===== src/rtl/int_ctrl_pkg.sv =====
// Purpose: shared definitions for the int_ctrl interrupt source: FSM state codes,
//          MMIO word indices and the CLAIM valid-bit position.
// Latency: n/a (definitions only).
// Backpressure: n/a (definitions only).
package int_ctrl_pkg;

  // State codes double as the STATUS register readback value.
  typedef enum logic [1:0] {
    ST_IDLE    = 2'd0,
    ST_REQ     = 2'd1,
    ST_SERVICE = 2'd2
  } state_e;

  // MMIO word indices on the CPU data bus.
  localparam logic [1:0] ADDR_ENABLE  = 2'd0;
  localparam logic [1:0] ADDR_PENDING = 2'd1;
  localparam logic [1:0] ADDR_CLAIM   = 2'd2;
  localparam logic [1:0] ADDR_STATUS  = 2'd3;

  // CLAIM bit that reports "a request or service is in flight".
  localparam int CLAIM_VLD_BIT = 31;

endpackage


===== src/rtl/int_ctrl_irq_sync.sv =====
// Purpose: two-flop synchroniser plus rising-edge detect for one raw request line.
// Latency: a line first sampled high at edge k gives rise=1 between edges k+1 and k+2.
// Backpressure: none; the line is sampled every cycle and a held level re-arms only after going low.
//
// Ports:
//   clk      in   system clock, rising edge
//   rstn     in   asynchronous active-low reset
//   async_in in   raw asynchronous request line
//   rise     out  one-cycle pulse on a synchronised 0->1 transition
module int_ctrl_irq_sync (
  input  logic clk,
  input  logic rstn,
  input  logic async_in,
  output logic rise
);

  logic meta_q, meta_d;
  logic sync_q, sync_d;
  logic prev_q, prev_d;

  always_comb begin
    meta_d = async_in;
    sync_d = meta_q;
    prev_d = sync_q;
  end

  always_ff @(posedge clk or negedge rstn) begin
    if (!rstn) begin
      meta_q <= 1'b0;
      sync_q <= 1'b0;
      prev_q <= 1'b0;
    end else begin
      meta_q <= meta_d;
      sync_q <= sync_d;
      prev_q <= prev_d;
    end
  end

  // A level held high produces exactly one pulse; it must drop low before it can fire again.
  assign rise = sync_q & ~prev_q;

endmodule


===== src/rtl/int_ctrl.sv =====
// Purpose: interrupt source for the sccomp CPU: latches edge requests, raises Int for the
//          lowest-index enabled pending source and tracks the ack / mret handshake.
// Latency: source edge at clk edge k -> pending at k+2 -> Int and int_id at k+3.
// Backpressure: only one request in flight; new requests wait in PENDING until the CPU
//               acks the current one and signals mret-done.
//
// Ports:
//   clk, rstn            clock (rising edge) and asynchronous active-low reset
//   irq_src[NSRC]        raw asynchronous request lines, rising edge = request
//   Int, int_id          registered interrupt request and its source ID
//   int_ack, int_done    CPU trap-entry and mret-done pulses
//   mmio_we/addr/wdata   MMIO write port (ENABLE, PENDING W1C, CLAIM, STATUS)
//   mmio_rdata           combinational readback of the addressed word
module int_ctrl
  import int_ctrl_pkg::*;
#(
  parameter int NSRC = 8,
  parameter int IDW  = 3
) (
  input  logic            clk,
  input  logic            rstn,
  input  logic [NSRC-1:0] irq_src,
  output logic            Int,
  output logic [IDW-1:0]  int_id,
  input  logic            int_ack,
  input  logic            int_done,
  input  logic            mmio_we,
  input  logic [1:0]      mmio_addr,
  input  logic [31:0]     mmio_wdata,
  output logic [31:0]     mmio_rdata
);

  // ---------------------------------------------------------------------------
  // Per-line synchroniser / edge detect
  // ---------------------------------------------------------------------------
  logic [NSRC-1:0] rise;

  for (genvar g = 0; g < NSRC; g++) begin : g_sync
    int_ctrl_irq_sync u_sync (
      .clk      (clk),
      .rstn     (rstn),
      .async_in (irq_src[g]),
      .rise     (rise[g])
    );
  end

  // ---------------------------------------------------------------------------
  // State
  // ---------------------------------------------------------------------------
  state_e          state_q, state_d;
  logic            int_q, int_d;
  logic [IDW-1:0]  int_id_q, int_id_d;
  logic [NSRC-1:0] enable_q, enable_d;
  logic [NSRC-1:0] pending_q, pending_d;

  logic [NSRC-1:0] cand;
  logic [IDW-1:0]  winner;
  logic [NSRC-1:0] pend_clr;
  logic            wr_enable;
  logic            wr_pending;
  logic            ack_take;

  // Only the low NSRC bits of the write data are architecturally meaningful.
  logic unused_wdata;
  assign unused_wdata = ^mmio_wdata;

  assign wr_enable  = mmio_we && (mmio_addr == ADDR_ENABLE);
  assign wr_pending = mmio_we && (mmio_addr == ADDR_PENDING);
  assign ack_take   = (state_q == ST_REQ) && int_ack;

  // ---------------------------------------------------------------------------
  // Priority select: lowest enabled pending index wins
  // ---------------------------------------------------------------------------
  assign cand = pending_q & enable_q;

  always_comb begin
    winner = '0;
    // Walk downward so the last hit (lowest index) is the one kept.
    for (int i = NSRC - 1; i >= 0; i--) begin
      if (cand[i]) begin
        winner = i[IDW-1:0];
      end
    end
  end

  // ---------------------------------------------------------------------------
  // Enable and pending registers
  // ---------------------------------------------------------------------------
  always_comb begin
    enable_d = enable_q;
    if (wr_enable) begin
      enable_d = mmio_wdata[NSRC-1:0];
    end

    // W1C and ack-clear merge; a fresh edge in the same cycle overrides both.
    pend_clr = '0;
    if (wr_pending) begin
      pend_clr = mmio_wdata[NSRC-1:0];
    end
    if (ack_take) begin
      pend_clr[int_id_q] = 1'b1;
    end
    pending_d = (pending_q & ~pend_clr) | rise;
  end

  // ---------------------------------------------------------------------------
  // Request / service FSM
  // ---------------------------------------------------------------------------
  always_comb begin
    state_d  = state_q;
    int_d    = int_q;
    int_id_d = int_id_q;
    case (state_q)
      ST_IDLE: begin
        if (cand != '0) begin
          state_d  = ST_REQ;
          int_d    = 1'b1;
          int_id_d = winner;
        end
      end
      ST_REQ: begin
        // int_id stays frozen here; late higher-priority edges or enable changes wait.
        // An int_done arriving with the ack is dropped: only the ack is acted on.
        if (int_ack) begin
          state_d = ST_SERVICE;
          int_d   = 1'b0;
        end
      end
      ST_SERVICE: begin
        // Return to IDLE only; any waiting candidate is requested from IDLE one cycle later.
        if (int_done) begin
          state_d = ST_IDLE;
        end
      end
      default: begin
        state_d = ST_IDLE;
        int_d   = 1'b0;
      end
    endcase
  end

  always_ff @(posedge clk or negedge rstn) begin
    if (!rstn) begin
      state_q   <= ST_IDLE;
      int_q     <= 1'b0;
      int_id_q  <= '0;
      enable_q  <= '0;
      pending_q <= '0;
    end else begin
      state_q   <= state_d;
      int_q     <= int_d;
      int_id_q  <= int_id_d;
      enable_q  <= enable_d;
      pending_q <= pending_d;
    end
  end

  assign Int    = int_q;
  assign int_id = int_id_q;

  // ---------------------------------------------------------------------------
  // MMIO readback
  // ---------------------------------------------------------------------------
  always_comb begin
    mmio_rdata = '0;
    case (mmio_addr)
      ADDR_ENABLE:  mmio_rdata[NSRC-1:0] = enable_q;
      ADDR_PENDING: mmio_rdata[NSRC-1:0] = pending_q;
      ADDR_CLAIM: begin
        mmio_rdata[IDW-1:0]       = int_id_q;
        mmio_rdata[CLAIM_VLD_BIT] = (state_q != ST_IDLE);
      end
      ADDR_STATUS:  mmio_rdata[1:0] = state_q;
      default:      mmio_rdata = '0;
    endcase
  end

endmodule


===== config.mk =====
export PLATFORM = sky130hd
export DESIGN_NAME = int_ctrl
export DESIGN_NICKNAME = d
export VERILOG_FILES = /design/src/rtl/int_ctrl_pkg.sv /design/src/rtl/int_ctrl_irq_sync.sv /design/src/rtl/int_ctrl.sv
export SDC_FILE = /design/constraint.sdc
export NUM_CORES = 1
export LEC_CHECK = 0
export ABC_AREA = 1
export CORE_MARGIN = 2
export CORE_UTILIZATION = 46
export DETAILED_ROUTE_END_ITERATION = 12
export PLACE_DENSITY_LB_ADDON = 0.08
export SYNTH_ARGS = -nofsm -noshare
export SYNTH_HDL_FRONTEND = slang
export SYNTH_SLANG_ARGS = --single-unit

===== constraint.sdc =====
create_clock -name clk -period 2.8 [get_ports clk]
set_input_delay 0.42 -clock clk [delete_from_list [all_inputs] [get_ports clk]]
set_output_delay 0.42 -clock clk [all_outputs]
set_load 0.03 [all_outputs]

==> metrics.md, run 1 <==
| Metric | Value |
|---|---|
| H-tree depth | 2 |
| Met2 wire length | 1617 um |
| Setup-failing EPs final | 0 |
| First-pass GRT wire length | 5899 um |
| IO Count | 83 |
| Post-synthesis sequential area ratio | 57.64% |
| Share of cells above drive strength 1 | 11.93% |
| Highest metal used | met4 |
| Synth Cell Area | 1997 um^2 |
| DP HPWL | 2626 um |
| Setup crit end kind | output port |
| Diodes inserted | 0 |
| Die Height | 69.89 um |
| DIE AREA | 4884 um^2 |
| Worst-path clk slew | 90 ps |
| Outcome | finished clean |
| Cts hold-fix bufs | 0 |
| Worst R2R Start | state_q[1] |
| Std-Cell Rows | 23 |
| Relative slew slack | 34.86% |
| Slew at the pin with the worst max-slew slack | 977.1 ps |
| Drt wl/cell | 12.31 um |
| Detailed Route WL | 3606 um |
| Fill count | 358 |
| Synthesized instance count | 199 |
| Worst r2r dst | pending_q[4] |
| Count of state elements after synthesis | 46 |
| Layout area overhead | 22.56% |
| Vias in the first global route | 1276 |
| CP Data Arrival Time | 2270 ps |
| Yosys warning total | 0 |
| Clk sinks | 46 |
| Worst-path fanout max | 4 |
| Crit path time final | 2687 ps |
| DR pass1 iterations | 4 |
| Crit share post-route | 95.96% |
| R2R setup slack | 1490 ps |
| Dominant cells by area after synthesis | dfrtp_1 58%, nand2_1 9.2%, buf_4 8.6% |
| CP startpoint kind | primary input |
| Clk Tree Root Cell | clkbuf_8 |
| Fmax achieved | 372.2 MHz |
| Antenna Nets Post-Route | 0 |
| Register Area | 1151 um^2 |
| Fin Setup TNS | 0 ps |
| Slew Limit Fails | 0 |
| CP Launch Point | mmio_addr[1] |
| Fin util | 59.89% |
| CP Data Required Time | 2380 ps |
| R2R depth | 6 |
| Top-area cell type share of the netlist area | 57.64% |
| Fin Clk Skew | 8.936 ps |
| Syn Area/Cell | 10.03 um^2 |
| Pwr Density | 822.5 nW/um^2 |
| Largest net degree at the start of global routing | 47 |
| Peak supply drop | 0.3834 mV |
| Worst-Skew Late Latency | 300 ps |
| HP Class | in2async |
| Antenna violations before repair | 0 |
| Cell variety after synth | 24 |
| Clk buf depth | 2 |
| Static Leak | 1.184 nW |
| Worst Setup Path Type | in2out |
| IO buf count | 35 |
| Area leader, netlist | dfrtp_1 |
| Via density | 4.676 |
| Gpl congestion | 0.8154 |
| Residual DRC | 0 |
| Wl on met1 | 1751 um |
| Layout net count | 289 |
| Starting Density | 48.87% |
| CTS tree | built |
| Num CTS Buffers | 5 |
| Core area | 4086 um^2 |
| Multi-input logic area | 673.1 um^2 |
| Setup bufs post-CTS | 0 |
| Routed wl met3 | 220 um |
| Gr usage total | 15.27% |
| Die width | 69.89 um |
| DRT iter0 DRCs | 50 |
| DR vias | 1370 |
| Maxcap violations | 0 |
| Hold Vio Cnt, Final | 0 |
| RSZ-0062 raised after global routing | no |
| Post-CTS sizing | 0 |
| Grt total ovfl | 0 |
-- routing by layer --
metal	global-route usage, %	up-vias
li1	-	681
met1	21.93	637
met2	22.96	50
met3	3.463	2
met4	5.128	0
met5	0	-
-- logic make-up (layout without fill, tap and decap cells) --
| kind of cell | after synthesis | count (layout) | synth area share [%] |
|---|---|---|---|
| AOI/OAI and AO/OA | 23 | 23 | 7.832 |
| DFF | 46 | 46 | 57.64 |
| other | 1 | 23 | 0.1878 |
| muxes | 8 | 8 | 4.511 |
| and+or+nand+nor | 76 | 76 | 17.04 |
| buffers and inverters | 45 | 67 | 12.78 |
-- sequential cells by signal (all words and copies together) (netlist names) --
name                  count
pending_q                 8
g_sync.u_sync.prev_d      8
enable_q                  8
g_sync.u_sync.prev_q      8
g_sync.u_sync.meta_q      8
Int                       1
int_id                    3
state_q                   2
-- worst max-delay path by stage --
stage / to / slack [ps]
finish: mmio_rdata[1] / 110
global route: mmio_rdata[0] / 80
CTS: mmio_rdata[2] / 120
detailed placement: mmio_rdata[1] / 130
global placement: mmio_rdata[2] / 150
floorplan: mmio_rdata[0] / 1070
-- Yosys cell counts, drive strengths merged --
cell / number
buf: 23
or2: 1
mux2: 8
o211ai: 1
a22o: 4
nand2: 50
o21ai: 10
a21oi: 1
nand3: 10
nor2: 9
conb: 1
o22ai: 2
a31o: 1
nand3b: 1
o2111ai: 2
nand4: 2
nor3: 3
inv: 22
o31ai: 2
dfrtp: 46
-- area by class of cell --
| cell class | count | share of cell area (%) |
|---|---|---|
| multi-input combinational | 130 | 27.51 |
| sequential | 46 | 47.03 |
| clock inverter | 3 | 1.994 |
| clock buffer | 5 | 2.812 |
| inverter | 22 | 3.374 |
| timing repair buffer | 37 | 14.72 |
| tap | 50 | 2.556 |
-- layout by cell type (no fill, tap or decap), types with 2 or more instances in the layout --
cell type        count
mux2_2               8
dfrtp_1             46
o2111ai_1            2
nand3_1              9
nand2_1             49
nor2_4               2
o31ai_1              2
nor3_1               3
buf_4                2
nor2_1               7
o22ai_1              2
nand4_1              2
a22o_2               4
conb_1              23
inv_1               22
clkbuf_8             5
o21ai_0              9
clkdlybuf4s50_1     34
-- per-stage QoR --
stage | cells | setup slack (ps) | cell area, um^2 | power [mW] | hold WS (ps)
5_1_grt | 293 | 76.57 | 2447 | 2.138 | 347.3
3_3_place_gp | 285 | 148.1 | 2330 | 1.513 | 333.5
2_1_floorplan | 221 | 1074 | 2079 | 1.306 | 124.4
6_report | 293 | 113.1 | 2447 | 2.013 | 271.0
3_5_place_dp | 285 | 131.6 | 2330 | 1.520 | 334.7
4_1_cts | 293 | 122.9 | 2447 | 2.032 | 316.1
-- report_power, final --
part           switching [mW]  total (mW)  internal (mW)
Clock                   0.235       0.507          0.272
Sequential             0.0969       0.873          0.776
Combinational           0.392       0.633          0.242
Total                   0.723        2.01           1.29
-- critical path, stage by stage --
cell	delay, ps
clkdlybuf4s50_1	540
inv_1	70
or2_2	320
o2111ai_1	220
clkdlybuf4s50_1	700
No activity file was read; power rests on OpenSTA's default activity.
==> run 2, diff against run 1 <==
- CORE_UTILIZATION: 46 -> 47
- CTS_BUF_LIST: unset -> sky130_fd_sc_hd__clkbuf_4
==> metrics.md, run 2 (synthesized netlist as in run 1, its figures left out) <==
| Metric | Value |
|---|---|
| Outcome | finished clean |
| Std-Cell Rows | 23 |
| Diodes inserted | 0 |
| Core area | 4058 um^2 |
| Worst R2R Start | state_q[1] |
| Highest metal used | met4 |
| Setup-failing EPs final | 0 |
| Detailed Route WL | 3627 um |
| Static Leak | 1.155 nW |
| R2R depth | 6 |
| Gpl congestion | 0.8469 |
| Wl on met1 | 1569 um |
| Layout net count | 290 |
| Antenna violations before repair | 0 |
| Crit path time final | 2611 ps |
| R2R setup slack | 1480 ps |
| Clk Tree Root Cell | clkbuf_4 |
| Setup ws final | 189.3 ps |
| Setup crit end kind | output port |
| Grt total ovfl | 0 |
| Peak supply drop | 0.3861 mV |
| Share of cells above drive strength 1 | 11.93% |
| Slew at the pin with the worst max-slew slack | 957.0 ps |
| Slew Limit Fails | 0 |
| HP Class | in2async |
| Die width | 69.18 um |
| Fin Setup TNS | 0 ps |
| Routed wl met3 | 243 um |
| DR pass1 iterations | 4 |
| Drt wl/cell | 12.38 um |
| Hold Slack | 213.5 ps |
| Hold Vio Cnt, Final | 0 |
| Post-CTS sizing | 0 |
| Multi-input logic area | 673.1 um^2 |
| Crit share post-route | 93.24% |
| Vias in the first global route | 1340 |
| CTS tree | built |
| Residual DRC | 0 |
| Placed Instance Area | 2337 um^2 |
| DP HPWL | 2737 um |
| CP Data Arrival Time | 2190 ps |
| Met2 wire length | 1779 um |
| CP startpoint kind | primary input |
| IO Count | 83 |
| Gr usage total | 16.74% |
| Fmax achieved | 383.0 MHz |
| Antenna Nets Post-Route | 0 |
| Clk buf depth | 2 |
| Worst-path clk slew | 130 ps |
| RSZ-0062 raised after global routing | no |
| IO buf count | 35 |
| DRT iter0 DRCs | 92 |
| Fin util | 58.90% |
| Worst Setup Path Type | in2out |
| DIE AREA | 4786 um^2 |
| H-tree depth | 2 |
| Largest net degree at the start of global routing | 47 |
| First-pass GRT wire length | 6368 um |
| Die Height | 69.18 um |
| Worst slack at placement | 189.2 ps |
| Num CTS Buffers | 5 |
| Relative slew slack | 36.20% |
| Starting Density | 49.21% |
| Maxcap violations | 0 |
| Clk sinks | 46 |
| DR vias | 1414 |
| Fill count | 343 |
| CP Data Required Time | 2380 ps |
| Pwr Density | 751.3 nW/um^2 |
| Fin Clk Skew | 6.527 ps |
| Commonest non-fill, non-tap cell in the layout | nand2_1 |
| Design Area, Final | 2390 um^2 |
| Worst-Skew Late Latency | 340 ps |
| Layout area overhead | 19.67% |
| Register Area | 1151 um^2 |
| Worst-path fanout max | 9 |
| Cts hold-fix bufs | 0 |
| Commonest non-fill, non-tap cells in the layout | 49 x nand2_1, 46 x dfrtp_1, 34 x clkdlybuf4s50_1, 23 x conb_1, 22 x inv_1 |
| Worst r2r dst | pending_q[4] |
| Setup bufs post-CTS | 0 |
| Via density | 4.826 |
run 2: changes by cell type in the layout (fill, tap and decap cells not counted), sizes merged:
cell      previous run  this run
buf                  3         4
bufinv               1         0
inv                 23        22
clkinvlp             1         2
run 2: report_power, final:
part	leakage (nW)	total [mW]	switching (mW)	internal [mW]
clock	0.0233	0.289	0.197	0.0929
sequential	0.528	0.873	0.0971	0.776
combinational	0.604	0.633	0.391	0.243
run 2: worst max-delay path, stage by stage:
cell             delay (ps)
clkdlybuf4s50_1         430
buf_4                   160
nor2_4                  280
nand2_1                  90
o211ai_1                110
clkdlybuf4s50_1         700
run 2: metrics by stage:
stage,power (mW),cells
after floorplan,1.306,221
after global placement,1.505,286
after detailed placement,1.521,286
after CTS,1.818,293
after global routing,1.936,293
final,1.795,293
run 2: cell type report:
class	count	area share (%)
repair buffers	38	15.39
multi-input cells	130	28.17
flip-flops and latches	46	48.17
inverters	22	3.456
clock inverters	2	0.6283
clock buffers	5	1.571
well taps	50	2.618
run 2: per-layer routing:
layer	track usage (%)	vias up
li1	-	684
met1	21.57	666
met2	27.24	60
met3	5.378	4
met4	4.793	0
met5	0	-
run 2: how the worst max path moves through the flow:
stage                 start            end  slack (ps)
3_5_place_dp   mmio_addr[1]  mmio_rdata[2]         190
3_3_place_gp   mmio_addr[1]  mmio_rdata[2]         190
6_report       mmio_addr[1]  mmio_rdata[2]         190
2_1_floorplan     int_id[0]  mmio_rdata[0]        1070
5_1_grt        mmio_addr[1]  mmio_rdata[2]         100
4_1_cts        mmio_addr[1]  mmio_rdata[2]         180
